[config.mk]
export PLATFORM = sky130hd
export DESIGN_NAME = cache_mem_arbiter
export DESIGN_NICKNAME = d
export VERILOG_FILES = /design/src/rtl/rv32i_types.sv /design/src/rtl/register.sv /design/src/rtl/cache_mem_arbiter.sv
export SDC_FILE = /design/constraint.sdc
export NUM_CORES = 1
export LEC_CHECK = 0
export CAP_MARGIN = 20
export CORE_AREA = 10 10 526 528
export CTS_BUF_LIST = sky130_fd_sc_hd__clkbuf_16
export DETAILED_ROUTE_END_ITERATION = 16
export DIE_AREA = 0 0 536 538
export DONT_BUFFER_PORTS = 1
export GPL_TIMING_DRIVEN = 0
export PLACE_DENSITY = 0.3
export SYNTH_ARGS = -nofsm -noshare
export SYNTH_HDL_FRONTEND = slang
export SYNTH_SLANG_ARGS = --single-unit
[constraint.sdc]
create_clock -name clk -period 10.3 [get_ports clk]
set_input_delay 1.545 -clock clk [delete_from_list [all_inputs] [get_ports clk]]
set_output_delay 1.545 -clock clk [all_outputs]
set_load 0.01 [all_outputs]
[src/rtl/rv32i_types.sv]
// Shared types for the cache/memory path: arbiter FSM states and grant encoding.
package rv32i_types;

    typedef enum logic [1:0] {
        ARB_IDLE,
        ARB_SERVE_I,
        ARB_SERVE_D,
        ARB_GAP
    } arb_state_t;

    localparam logic ARB_GRANT_I = 1'b0;
    localparam logic ARB_GRANT_D = 1'b1;

endpackage

[src/rtl/register.sv]
// Loadable register with asynchronous active-high clear.
module register #(
    parameter int width = 32
) (
    input  logic             clk,
    input  logic             rst,
    input  logic             i_load,
    input  logic [width-1:0] i_data,
    output logic [width-1:0] o_data
);

    logic [width-1:0] r_data;

    always_ff @(posedge clk or posedge rst) begin
        if (rst)         r_data <= '0;
        else if (i_load) r_data <= i_data;
    end

    assign o_data = r_data;

endmodule

[src/rtl/cache_mem_arbiter.sv]
// Arbitrates i-cache and d-cache line requests onto one cacheline adaptor port,
// holding the winning request in a latch until the adaptor responds.
module cache_mem_arbiter
    import rv32i_types::*;
#(
    parameter int ADDR_W = 32,
    parameter int LINE_W = 256
) (
    input  logic              clk,
    input  logic              rst,
    input  logic              i_read,
    input  logic              i_prefetch,
    input  logic [ADDR_W-1:0] i_address,
    output logic [LINE_W-1:0] i_rdata,
    output logic              i_resp,
    input  logic              d_read,
    input  logic              d_write,
    input  logic [ADDR_W-1:0] d_address,
    input  logic [LINE_W-1:0] d_wdata,
    output logic [LINE_W-1:0] d_rdata,
    output logic              d_resp,
    output logic              mem_read,
    output logic              mem_write,
    output logic [ADDR_W-1:0] mem_address,
    output logic [LINE_W-1:0] mem_wdata,
    input  logic [LINE_W-1:0] mem_rdata,
    input  logic              mem_resp
);

    localparam int REQ_W = ADDR_W + LINE_W + 2;

    arb_state_t        r_state;
    arb_state_t        w_next_state;
    logic              r_last_grant;
    logic              w_d_req;
    logic              w_grant_d;
    logic              w_grant_i;
    logic              w_load;
    logic [REQ_W-1:0]  w_req_in;
    logic [REQ_W-1:0]  w_req_q;
    logic [ADDR_W-1:0] w_lat_addr;
    logic [LINE_W-1:0] w_lat_wdata;
    logic              w_lat_read;
    logic              w_lat_write;

    assign w_d_req   = d_read | d_write;
    // Prefetches always yield to D; a demand fetch contends round-robin.
    assign w_grant_d = w_d_req & (~i_read | i_prefetch | (r_last_grant == ARB_GRANT_I));
    assign w_grant_i = i_read & ~w_grant_d;

    register #(.width(REQ_W)) req_latch (
        .clk    (clk),
        .rst    (rst),
        .i_load (w_load),
        .i_data (w_req_in),
        .o_data (w_req_q)
    );

    assign {w_lat_addr, w_lat_wdata, w_lat_read, w_lat_write} = w_req_q;

    always_ff @(posedge clk or posedge rst) begin
        if (rst) begin
            r_state      <= ARB_IDLE;
            r_last_grant <= ARB_GRANT_D;
        end else begin
            r_state <= w_next_state;
            if (i_resp)      r_last_grant <= ARB_GRANT_I;
            else if (d_resp) r_last_grant <= ARB_GRANT_D;
        end
    end

    always_comb begin
        w_next_state = r_state;
        w_load       = 1'b0;
        w_req_in     = '0;
        mem_read     = 1'b0;
        mem_write    = 1'b0;
        i_resp       = 1'b0;
        d_resp       = 1'b0;
        case (r_state)
            ARB_IDLE: begin
                if (w_grant_d) begin
                    w_load       = 1'b1;
                    // Simultaneous read+write is treated as a writeback.
                    w_req_in     = {d_address, d_wdata, d_read & ~d_write, d_write};
                    w_next_state = ARB_SERVE_D;
                end else if (w_grant_i) begin
                    w_load       = 1'b1;
                    w_req_in     = {i_address, {LINE_W{1'b0}}, 1'b1, 1'b0};
                    w_next_state = ARB_SERVE_I;
                end
            end
            ARB_SERVE_I: begin
                mem_read  = w_lat_read;
                mem_write = w_lat_write;
                i_resp    = mem_resp;
                if (mem_resp) w_next_state = ARB_GAP;
            end
            ARB_SERVE_D: begin
                mem_read  = w_lat_read;
                mem_write = w_lat_write;
                d_resp    = mem_resp;
                if (mem_resp) w_next_state = ARB_GAP;
            end
            ARB_GAP:  w_next_state = ARB_IDLE;
            default:  w_next_state = ARB_IDLE;
        endcase
    end

    assign mem_address = w_lat_addr;
    assign mem_wdata   = w_lat_wdata;
    assign i_rdata     = mem_rdata;
    assign d_rdata     = mem_rdata;

    a_d_rw_exclusive: assert property (@(posedge clk) disable iff (rst) !(d_read && d_write))
        else $error("d_read and d_write asserted together");
    a_mem_rw_exclusive: assert property (@(posedge clk) disable iff (rst) !(mem_read && mem_write))
        else $error("mem_read and mem_write asserted together");

endmodule

==> results by group, run 1 <==
Status
  • Status: complete, no violations

Setup path
  • Critical path peak fanout: 5
  • Startpoint types: flop
  • Worst-path cell chain: inv_1 -> ha_1 -> and2_1
  • Critical R2R Launch: r_state[0]
  • Crit path max-delay family: simple AND/OR/NAND/NOR gates
  • Worst Path Buf+Inv: 1
  • Setup crit end: mem_write
  • Crit path capture type: output port
  • Critical Path AT: 2.03 ns
  • Crit path from: r_state[0]
  • WS Path Type: flop to output port
  • Worst Path Required: 8.76 ns
  • CP max stage delay: 0.53 ns
  • Critical path depth in cells: 3
  • FF-to-FF End: req_latch.o_data[118]
  • Crit-path slowest cell: and2_1
  • Register-to-register setup slack: 7.96 ns
  • Reg2Reg Depth: 7

CTS
  • H-tree Lvls: 2
  • Worst-path clk slew: 0.05 ns
  • CTS tree: yes
  • Setup Fix Bufs, Post-CTS: 0
  • Clk_lat worst skew: 0.63 ns
  • Num CTS Buffers: 42
  • CTS max path bufs: 3
  • Hold Buf Count CTS: 0
  • CTS Root Cell: clkbuf_16
  • CTS resizes: 0
  • TritonCTS Sinks: 293

Die
  • Die width: 536 µm
  • Initial Utilization: 6.42%
  • Die area: 288,000 µm²
  • DIE HEIGHT: 538 µm
  • Num rows: 190
  • # IOs: 1,387
  • Core box area: 266,000 µm²

STA
  • Final setup violation count: 0
  • Period utilization: 34.7%
  • Slew Limit Fails: 0
  • Maximum clock frequency: 280 MHz
  • RSZ-0062 raised after global routing: no
  • Min Clock Period, post-route: 3.57 ns
  • Final hold violation count: 0
  • Hold WS: 0.504 ns
  • Max_slew headroom: 53.0%
  • Slew @ Worst Pin: 0.705 ns
  • Clock skew: 0.0352 ns

Min path
  • Worst hold-check path type: flop to flop

Layout
  • Nets: 2,230
  • FILL cells: 30,949
  • Share of cells above drive strength 1: 55.3%
  • Synth-to-Final Area Change: 34.9%
  • Most frequent cells in the layout: 800 x buf_4, 292 x dfrtp_1, 256 x a22o_1
  • Fin area: 23,100 µm²
  • Non-Filler Instances: 5,248
  • Commonest non-fill, non-tap cell in the layout: buf_4
  • Layout Utilization: 8.66%

Synthesis
  • Cell Area, Synth: 17,100 µm²
  • Synth Flop Type: dfrtp_1
  • Avg Inst Size Synth: 10.7 µm²
  • Number of enable flip-flop cells after synthesis: 0
  • Synth async-reset ratio: 100%
  • Synthesized netlist cell count: 1,595
  • Syn Nets: 2,182
  • Register area share after synthesis: 42.9%
  • Ys Warns: 0
  • Library cells used by synthesis: 28
  • Seq cells post-synth: 293

Place
  • Dpl cells: 5,151
  • IO Port Bufs: 0
  • Routability cong.: 0.849
  • Dpl hpwl: 133 mm
  • Dpl cell area: 21,700 µm²

Detailed routing
  • Average wire per standard cell: 28.0 µm
  • Total iterations of the first detailed-routing run: 5
  • Via count: 11,995
  • Post-route DRC violation count: 0
  • Starting DRC count in detailed routing: 678
  • Avg Vias per Cell: 2.29
  • DRT Wirelength: 147 mm
  • DRT antenna net count: 0

Power
  • Total power draw: 6.62 mW
  • Worst vdd ir: 0.000101 V
  • Leak: 9.86 nW
  • Pwr Density: 287 nW/µm²

Global route
  • Remaining Overflow, GRT: 0
  • Global-route wire length before repair: 174 mm
  • Met1 usage: 9.24%
  • Most Crowded Layer GR: met2
  • Total GRT Usage: 9.49%
  • GRT met3 Usage: 5.37%
  • GR Util met2: 17.2%
  • Initial antenna violation count: 63
  • Number of global-route vias before repair: 13,073
  • Largest net degree at the start of global routing: 102

Job
  • Max Cap Viol: 0
[synth_stat cells (all sizes together) (2+ instances only)]
library cell    n  area, µm²
ha              4       50.1
a31oi          35        219
buf           863       6500
inv             6       22.5
nor2b           2       12.5
a22o          256       2240
clkbuf         19       71.3
and2            4       25.0
o211ai         32        240
nand3          32        160
nor2           37        139
dfrtp         292       7310
o21ai           2       13.8
[worst min path at each step]
stage,cells past startpoint,startpoint,to
detailed placement,1,req_latch.o_data[175],req_latch.o_data[175]
floorplan,1,req_latch.o_data[106],req_latch.o_data[106]
global route,1,req_latch.o_data[150],req_latch.o_data[150]
global placement,1,req_latch.o_data[136],req_latch.o_data[136]
CTS,1,req_latch.o_data[127],req_latch.o_data[127]
finish,1,req_latch.o_data[44],req_latch.o_data[44]
[where the power goes]
part | switching, mW | internal [mW] | total (mW)
logic | 1.73 | 1.38 | 3.11
registers | 0.344 | 1.68 | 2.02
clock network | 0.625 | 0.859 | 1.48
[worst register-to-register path, cell delays in order (launching register included)]
cell,delay (ns)
dfrtp_1,0.38
inv_1,0.10
ha_1,0.30
o21ai_2,0.22
buf_16,0.19
buf_2,0.37
buf_2,0.48
a22o_1,0.22
[cells by family after synthesis]
kind of cell,count (synthesis),synth area share [%]
AO/OA/AOI/OAI,329,16.1
adder cells (fa/ha/maj),4,0.293
buffers and inverters,888,38.5
flip-flops,293,42.9
multiplexers,2,0.124
AND/OR/NAND/NOR,79,2.13
[area by class of cell]
class	count	area, µm²	area share (%)
sequential	293	7330	31.8
clock buffer	43	1080	4.66
buffer	882	6570	28.5
tap	3552	4440	19.3
timing repair buffer	4	110	0.477
clock inverter	34	283	1.23
inverter	6	30.0	0.130
antenna	20	50.0	0.217
multi-input combinational	414	3180	13.8
[through the flow]
step	worst slack, ns	setup TNS [ns]
after CTS	6.53	0
final	6.73	0
after global placement	-4.80	-1354.97
after global routing	6.49	0
after floorplan	0.666	0
after detailed placement	6.48	0
[state kept, by name, summed over array words and instances (netlist names)]
name	count
r_state	2
r_last_grant	1
req_latch.o_data	290
[metal layers]
metal  vias to the layer above  wire length, µm
li1                       4824                -
met1                      6029            49200
met2                       979            75900
met3                       149            18700
met4                        14             3250
met5                         -              106
Power figures use the tool's default switching activity.
==> run 2, diff against run 1 <==
clock period = 3.5 ns   (was 10.3 ns; I/O delays follow)
==> run 2 against run 1 <==
Compared with the run above:
- global-route usage grew 0.71 points
- routed wire length rose by 7.1%
- clock-buffer cell count fell by 3
- setup slack got worse by 5.7 ns
- sequential power grew to 3.0 times the previous value
- die area is the same
- register-to-register slack got worse by 6.7 ns
- power increased to 3.0 times the previous value
- via count is 6.1% higher
- non-clock buffer count up 155
- critical endpoint unchanged
- largest cell class is now non-clock buffers
- largest power group unchanged
==> results by group, run 2 (synthesis results as in run 1) <==
Global route
  • Largest net degree at the start of global routing: 39 (was 102)
  • Initial antenna violation count: 66 (was 63)
  • Number of global-route vias before repair: 14,007 (was 13,073)
  • Remaining Overflow, GRT: 0 (unchanged)
  • Total GRT Usage: 10.2% (was 9.49%)
  • Global-route wire length before repair: 187 mm (was 174 mm)

Power
  • Sw Pwr: 8.40 mW (was 2.70 mW)
  • Pwr Density: 811 nW/µm² (was 287 nW/µm²)
  • Total power draw: 19.9 mW (was 6.62 mW)
  • Pint: 11.6 mW (was 3.91 mW)
  • Flop pwr share: 30.2% (was 30.5%)
  • Leak: 10.5 nW (was 9.86 nW)
  • Switching Share: 42.1% (was 40.9%)
  • Comb power frac: 48.8% (was 47.0%)
  • Clock network fraction of design power: 21.1% (was 22.4%)
  • Worst vdd ir: 0.000289 V (was 0.000101 V)

Setup path
  • Startpoint types: flop (unchanged)
  • Crit path capture type: output port (unchanged)
  • Register-to-register setup slack: 1.30 ns (was 7.96 ns)
  • CP max stage delay: 0.49 ns (was 0.53 ns)
  • Worst-path cell chain: inv_1 -> ha_1 -> and2_1 (unchanged)
  • Critical path peak fanout: 5 (unchanged)
  • FF-to-FF End: req_latch.o_data[115] (was req_latch.o_data[118])
  • Crit-path slowest cell: and2_1 (unchanged)
  • Critical Path AT: 1.91 ns (was 2.03 ns)
  • WS Path Type: flop to output port (unchanged)
  • Reg2Reg Depth: 6 (was 7)
  • Crit path max-delay family: simple AND/OR/NAND/NOR gates (unchanged)
  • Worst Path Buf+Inv: 1 (unchanged)
  • Critical R2R Launch: r_state[0] (unchanged)
  • Worst Path Required: 2.97 ns (was 8.76 ns)

STA
  • Final setup margin: 1.06 ns (was 6.73 ns)
  • Clock skew: 0.0263 ns (was 0.0352 ns)
  • Period utilization: 69.6%
  • RSZ-0062 raised after global routing: no (unchanged)
  • Maximum clock frequency: 410 MHz
  • Min Clock Period, post-route: 2.44 ns
  • TNS Setup: 0 ns (unchanged)
  • Max_slew headroom: 58.0% (was 53.0%)
  • Slew @ Worst Pin: 0.630 ns (was 0.705 ns)
  • Hold WS: 0.0669 ns (was 0.504 ns)
  • Final hold violation count: 0 (unchanged)
  • Final setup violation count: 0 (unchanged)
  • Slew Limit Fails: 0 (unchanged)

Place
  • Routability cong.: 0.848 (was 0.849)
  • Worst slack at placement: 0.753 ns (was 6.48 ns)
  • Dpl cells: 5,158 (was 5,151)
  • IO Port Bufs: 0 (unchanged)
  • Dpl cell area: 21,800 µm² (was 21,700 µm²)
  • Dpl hpwl: 144 mm (was 133 mm)

Job
  • Max Cap Viol: 0 (unchanged)

CTS
  • CTS max path bufs: 3 (unchanged)
  • CTS resizes: 0 (unchanged)
  • Worst-path clk slew: 0.06 ns (was 0.05 ns)
  • CTS tree: yes (unchanged)
  • H-tree Lvls: 2 (unchanged)
  • Clk_lat worst skew: 0.61 ns (was 0.63 ns)
  • TritonCTS Sinks: 293 (unchanged)
  • Num CTS Buffers: 39 (was 42)
  • CTS Root Cell: clkbuf_16 (unchanged)

Detailed routing
  • Starting DRC count in detailed routing: 952 (was 678)
  • Avg Vias per Cell: 2.36 (was 2.29)
  • Post-route DRC violation count: 0 (unchanged)
  • Via count: 12,725 (was 11,995)
  • DRT Wirelength: 158 mm (was 147 mm)
  • Average wire per standard cell: 29.2 µm (was 28.0 µm)
  • Total iterations of the first detailed-routing run: 5 (unchanged)
  • DRT antenna net count: 0 (unchanged)

Layout
  • Share of cells above drive strength 1: 50.8% (was 55.3%)
  • Commonest non-fill, non-tap cell in the layout: buf_4 (unchanged)
  • Most frequent cells in the layout: 800 x buf_4, 292 x dfrtp_1, 256 x a22o_1 (unchanged)
  • Nets: 2,382 (was 2,230)
  • Layout Utilization: 9.23% (was 8.66%)
  • Max reg flops: 290 (unchanged)
  • Non-Filler Instances: 5,403 (was 5,248)
  • Fin area: 24,600 µm² (was 23,100 µm²)
  • Synth-to-Final Area Change: 43.8% (was 34.9%)

Status
  • Status: complete, no violations (unchanged)

Die
  • Num rows: 190 (unchanged)
  • Die area: 288,000 µm² (unchanged)
  • # IOs: 1,387 (unchanged)
  • DIE HEIGHT: 538 µm (unchanged)
  • Core box area: 266,000 µm² (unchanged)
  • Die width: 536 µm (unchanged)
  • Initial Utilization: 6.42% (unchanged)

Min path
  • Worst hold-check path type: input pin to flop (was flop to flop)
  • Hold Startpoint: d_wdata[230] (was req_latch.o_data[44])
  • Hold worst-path end: req_latch.o_data[232] (was req_latch.o_data[44])
  • Hold Crit Depth: 1 (unchanged)
==> run 2: cell types whose count changed in the layout (fill, tap and decap cells not counted), moves of 2 or more <==
cell / delta
diode_2: +6
buf_16: -4
buf_12: +9
buf_8: +2
clkinvlp_4: -2
clkbuf_16: -3
dlygate4sd3_1: +148
==> run 2: power by group through the flow <==
stage / clock network [mW] / logic, mW / registers (mW)
3_5_place_dp: 0 / 9.97 / 6.10
4_1_cts: 4.42 / 10.2 / 6.05
3_3_place_gp: 0 / 9.99 / 6.08
2_1_floorplan: 0 / 6.49 / 5.57
5_1_grt: 4.50 / 10.7 / 6.20
6_report: 4.20 / 9.73 / 6.02
==> run 2: worst reg2reg max path, cell delays in order (launching register included) <==
cell     delay, ns
dfrtp_1       0.37
inv_1         0.10
ha_1          0.30
o21ai_2       0.24
buf_2         0.48
buf_2         0.44
a22o_1        0.22
==> run 2: how the worst max path moves through the flow <==
stage	from	to	depth (start not counted)
CTS	r_state[0]	mem_write	3
global placement	rst	req_latch.o_data[264]	1
finish	r_state[0]	mem_write	3
detailed placement	d_read	req_latch.o_data[210]	6
global route	r_state[1]	mem_write	3
floorplan	rst	r_state[0]	1
==> run 2: repair_timing <==
item                      CTS  global route
hold buffers              148             0
setup buffers               0             0
hold endpoints to repair  167             0
==> run 2: layer usage <==
| layer | up-vias | share of wire [%] | track usage (%) |
|---|---|---|---|
| met3 | 153 | 13 | 5.88 |
| met2 | 1065 | 50 | 18.2 |
| met1 | 6349 | 34 | 10.3 |
| met4 | 12 | 2.1 | 2.16 |
| li1 | 5146 | - | - |
| met5 | - | 0.051 | 0 |
==> run 2: area by class of cell <==
cell class | count | area (µm²)
timing repair buffer | 159 | 1690
clock inverter | 31 | 282
inverter | 6 | 26.3
tap | 3552 | 4440
fill | 30897 | 242000
multi-input combinational | 414 | 3180
buffer | 882 | 6570
antenna | 26 | 65.1
sequential | 293 | 7330
clock buffer | 40 | 1000
==> run 3, diff against run 2 <==
clock period = 2 ns   (was 3.5 ns; I/O delays follow)
==> run 3 against run 2 <==
Compared with the run above:
- register-to-register slack worse by 1.1 ns
- hold slack better by 0.027 ns
- setup slack lost 0.93 ns
- critical endpoint unchanged
- clock skew increased by 0.0020 ns
- global-route usage hardly changed
- clock-buffer cell count unchanged
- sequential cell count unchanged
- utilization rose by 0.67 points
- cell area rose by 7.3%
- non-clock buffer count is 177 higher
- combinational power rose by 80%
==> results by group, run 3 (synthesis results as in run 1) <==
Die
  • Initial Utilization: 6.42% (unchanged)
  • Die width: 536 µm (unchanged)
  • Die area: 288,000 µm² (unchanged)
  • Core box area: 266,000 µm² (unchanged)
  • Num rows: 190 (unchanged)
  • DIE HEIGHT: 538 µm (unchanged)
  • # IOs: 1,387 (unchanged)

Setup path
  • WS Path Type: flop to output port (unchanged)
  • Crit path capture type: output port (unchanged)
  • Critical path peak fanout: 5 (unchanged)
  • Reg2Reg Depth: 6 (unchanged)
  • Critical Path AT: 1.56 ns (was 1.91 ns)
  • Startpoint types: flop (unchanged)
  • Worst Path Required: 1.70 ns (was 2.97 ns)

STA
  • Maximum clock frequency: 537 MHz
  • Final setup margin: 0.136 ns (was 1.06 ns)
  • Final hold violation count: 0 (unchanged)
  • Period utilization: 93.2%
  • Max_slew headroom: 59.6% (was 58.0%)
  • Slew Limit Fails: 0 (unchanged)
  • RSZ-0062 raised after global routing: no (unchanged)
  • Slew @ Worst Pin: 0.606 ns (was 0.630 ns)
  • Clock skew: 0.0284 ns (was 0.0263 ns)
  • TNS Setup: 0 ns (unchanged)
  • Min Clock Period, post-route: 1.86 ns
  • Final setup violation count: 0 (unchanged)

Min path
  • Hold Crit Depth: 3 (was 1)
  • Worst hold-check path type: input pin to flop (unchanged)

Global route
  • Total GRT Usage: 10.2% (about the same)
  • Initial antenna violation count: 68 (was 66)
  • Number of global-route vias before repair: 15,010 (was 14,007)
  • Largest net degree at the start of global routing: 39 (unchanged)
  • Remaining Overflow, GRT: 0 (unchanged)
  • Global-route wire length before repair: 190 mm (was 187 mm)

Place
  • IO Port Bufs: 0 (unchanged)
  • Worst slack at placement: -0.522 ns (was 0.753 ns)
  • Dpl hpwl: 144 mm (unchanged)
  • Routability cong.: 0.848 (unchanged)

CTS
  • CTS tree: yes (unchanged)
  • H-tree Lvls: 2 (unchanged)
  • CTS max path bufs: 3 (unchanged)
  • Clk_lat worst skew: 0.61 ns (about the same)
  • TritonCTS Sinks: 293 (unchanged)
  • Num CTS Buffers: 39 (unchanged)
  • CTS Root Cell: clkbuf_16 (unchanged)
  • Worst-path clk slew: 0.05 ns (was 0.06 ns)

Power
  • Sw Pwr: 14.9 mW (was 8.40 mW)
  • Clock network fraction of design power: 20.7% (was 21.1%)
  • Worst vdd ir: 0.000507 V (was 0.000289 V)
  • Pwr Density: 1340 nW/µm² (was 811 nW/µm²)
  • Leak: 11.3 nW (was 10.5 nW)
  • Switching Share: 42.0% (was 42.1%)
  • Pint: 20.6 mW (was 11.6 mW)
  • Total power draw: 35.4 mW (was 19.9 mW)
  • Flop pwr share: 29.8% (was 30.2%)
  • Comb power frac: 49.5% (was 48.8%)

Layout
  • Share of cells above drive strength 1: 46.9% (was 50.8%)
  • FILL cells: 30,803 (was 30,897)
  • Max reg flops: 290 (unchanged)
  • Nets: 2,560 (was 2,382)
  • Area of the multi-input gates: 3210 µm² (was 3180 µm²)
  • Register area: 7330 µm² (unchanged)
  • Commonest non-fill, non-tap cell in the layout: buf_4 (unchanged)
  • Most frequent cells in the layout: 804 x buf_4, 324 x dlygate4sd3_1, 292 x dfrtp_1 (was 800 x buf_4, 292 x dfrtp_1, 256 x a22o_1)
  • Synth-to-Final Area Change: 54.3% (was 43.8%)

Detailed routing
  • Starting DRC count in detailed routing: 973 (was 952)
  • DRT Wirelength: 158 mm (about the same)
  • Average wire per standard cell: 28.4 µm (was 29.2 µm)
  • Total iterations of the first detailed-routing run: 5 (unchanged)
  • Post-route DRC violation count: 0 (unchanged)
  • Avg Vias per Cell: 2.42 (was 2.36)
  • DRT antenna net count: 0 (unchanged)
  • Via count: 13,485 (was 12,725)

Job
  • Max Cap Viol: 0 (unchanged)

Status
  • Status: complete, no violations (unchanged)
[run 3: power by group through the flow]
stage | sequential (mW) | clock [mW] | combinational, mW
CTS | 10.6 | 7.73 | 18.3
global route | 10.9 | 7.88 | 19.3
finish | 10.6 | 7.34 | 17.5
global placement | 10.6 | 0 | 17.5
floorplan | 9.75 | 0 | 11.4
detailed placement | 10.7 | 0 | 17.4
[run 3: layer usage]
layer | part of all wire, % | wire length (µm) | GRT usage, % | vias up
met5 | 0.096 | 152 | 0 | -
met4 | 2.2 | 3530 | 2.21 | 24
met3 | 13 | 21000 | 5.92 | 173
met2 | 50 | 79200 | 18.2 | 1108
met1 | 34 | 54400 | 10.3 | 6697
li1 | - | - | - | 5483
[run 3: path summary, 6_finish.rpt]
kind / start / to / slack, ns
setup reg to reg: r_last_grant / req_latch.o_data[170] / 0.17
max in group asynchronous: rst / r_last_grant / 0.16
setup / recovery: r_state[1] / mem_write / 0.14
hold / removal: mem_resp / r_last_grant / 0.09
min in group asynchronous: rst / req_latch.o_data[108] / 0.28
hold reg to reg: req_latch.o_data[97] / req_latch.o_data[97] / 0.50
[run 3: critical path: stages, from the launching register on]
cell and delay, ns:
dfrtp_1 0.36, inv_2 0.07, ha_4 0.29, and2_4 0.24
[run 3: cell type report]
class	count	area share, %
clock buffers	40	3.79
multi-input cells	414	12.1
well taps	3552	16.8
inverters	6	0.0996
flip-flops and latches	293	27.8
repair buffers	336	13.1
plain buffers	882	25.0
clock inverters	31	1.07
repair inverters	1	0.0190
diodes	17	0.161
[run 3: what timing repair did]
action | 4_1_cts | 5_1_grt
hold buffers | 324 | 0
setup buffers | 1 | 0
gates cloned | 0 | 1
pin swaps | 1 | 0
gates resized for setup | 10 | 9
hold endpoints to repair | 361 | 0
setup endpoints to repair | 251 | 91
[run 3: per-stage QoR]
stage	cells	cell area, µm²	util [%]	hold slack [ns]
floorplan	1595	17100	-	0.403
global placement	5147	21600	8.09	0.410
detailed placement	5158	21800	8.17	0.260
CTS	5554	26300	9.88	0.0210
global route	5564	26400	9.89	0.0790
finish	5572	26400	9.90	0.0941
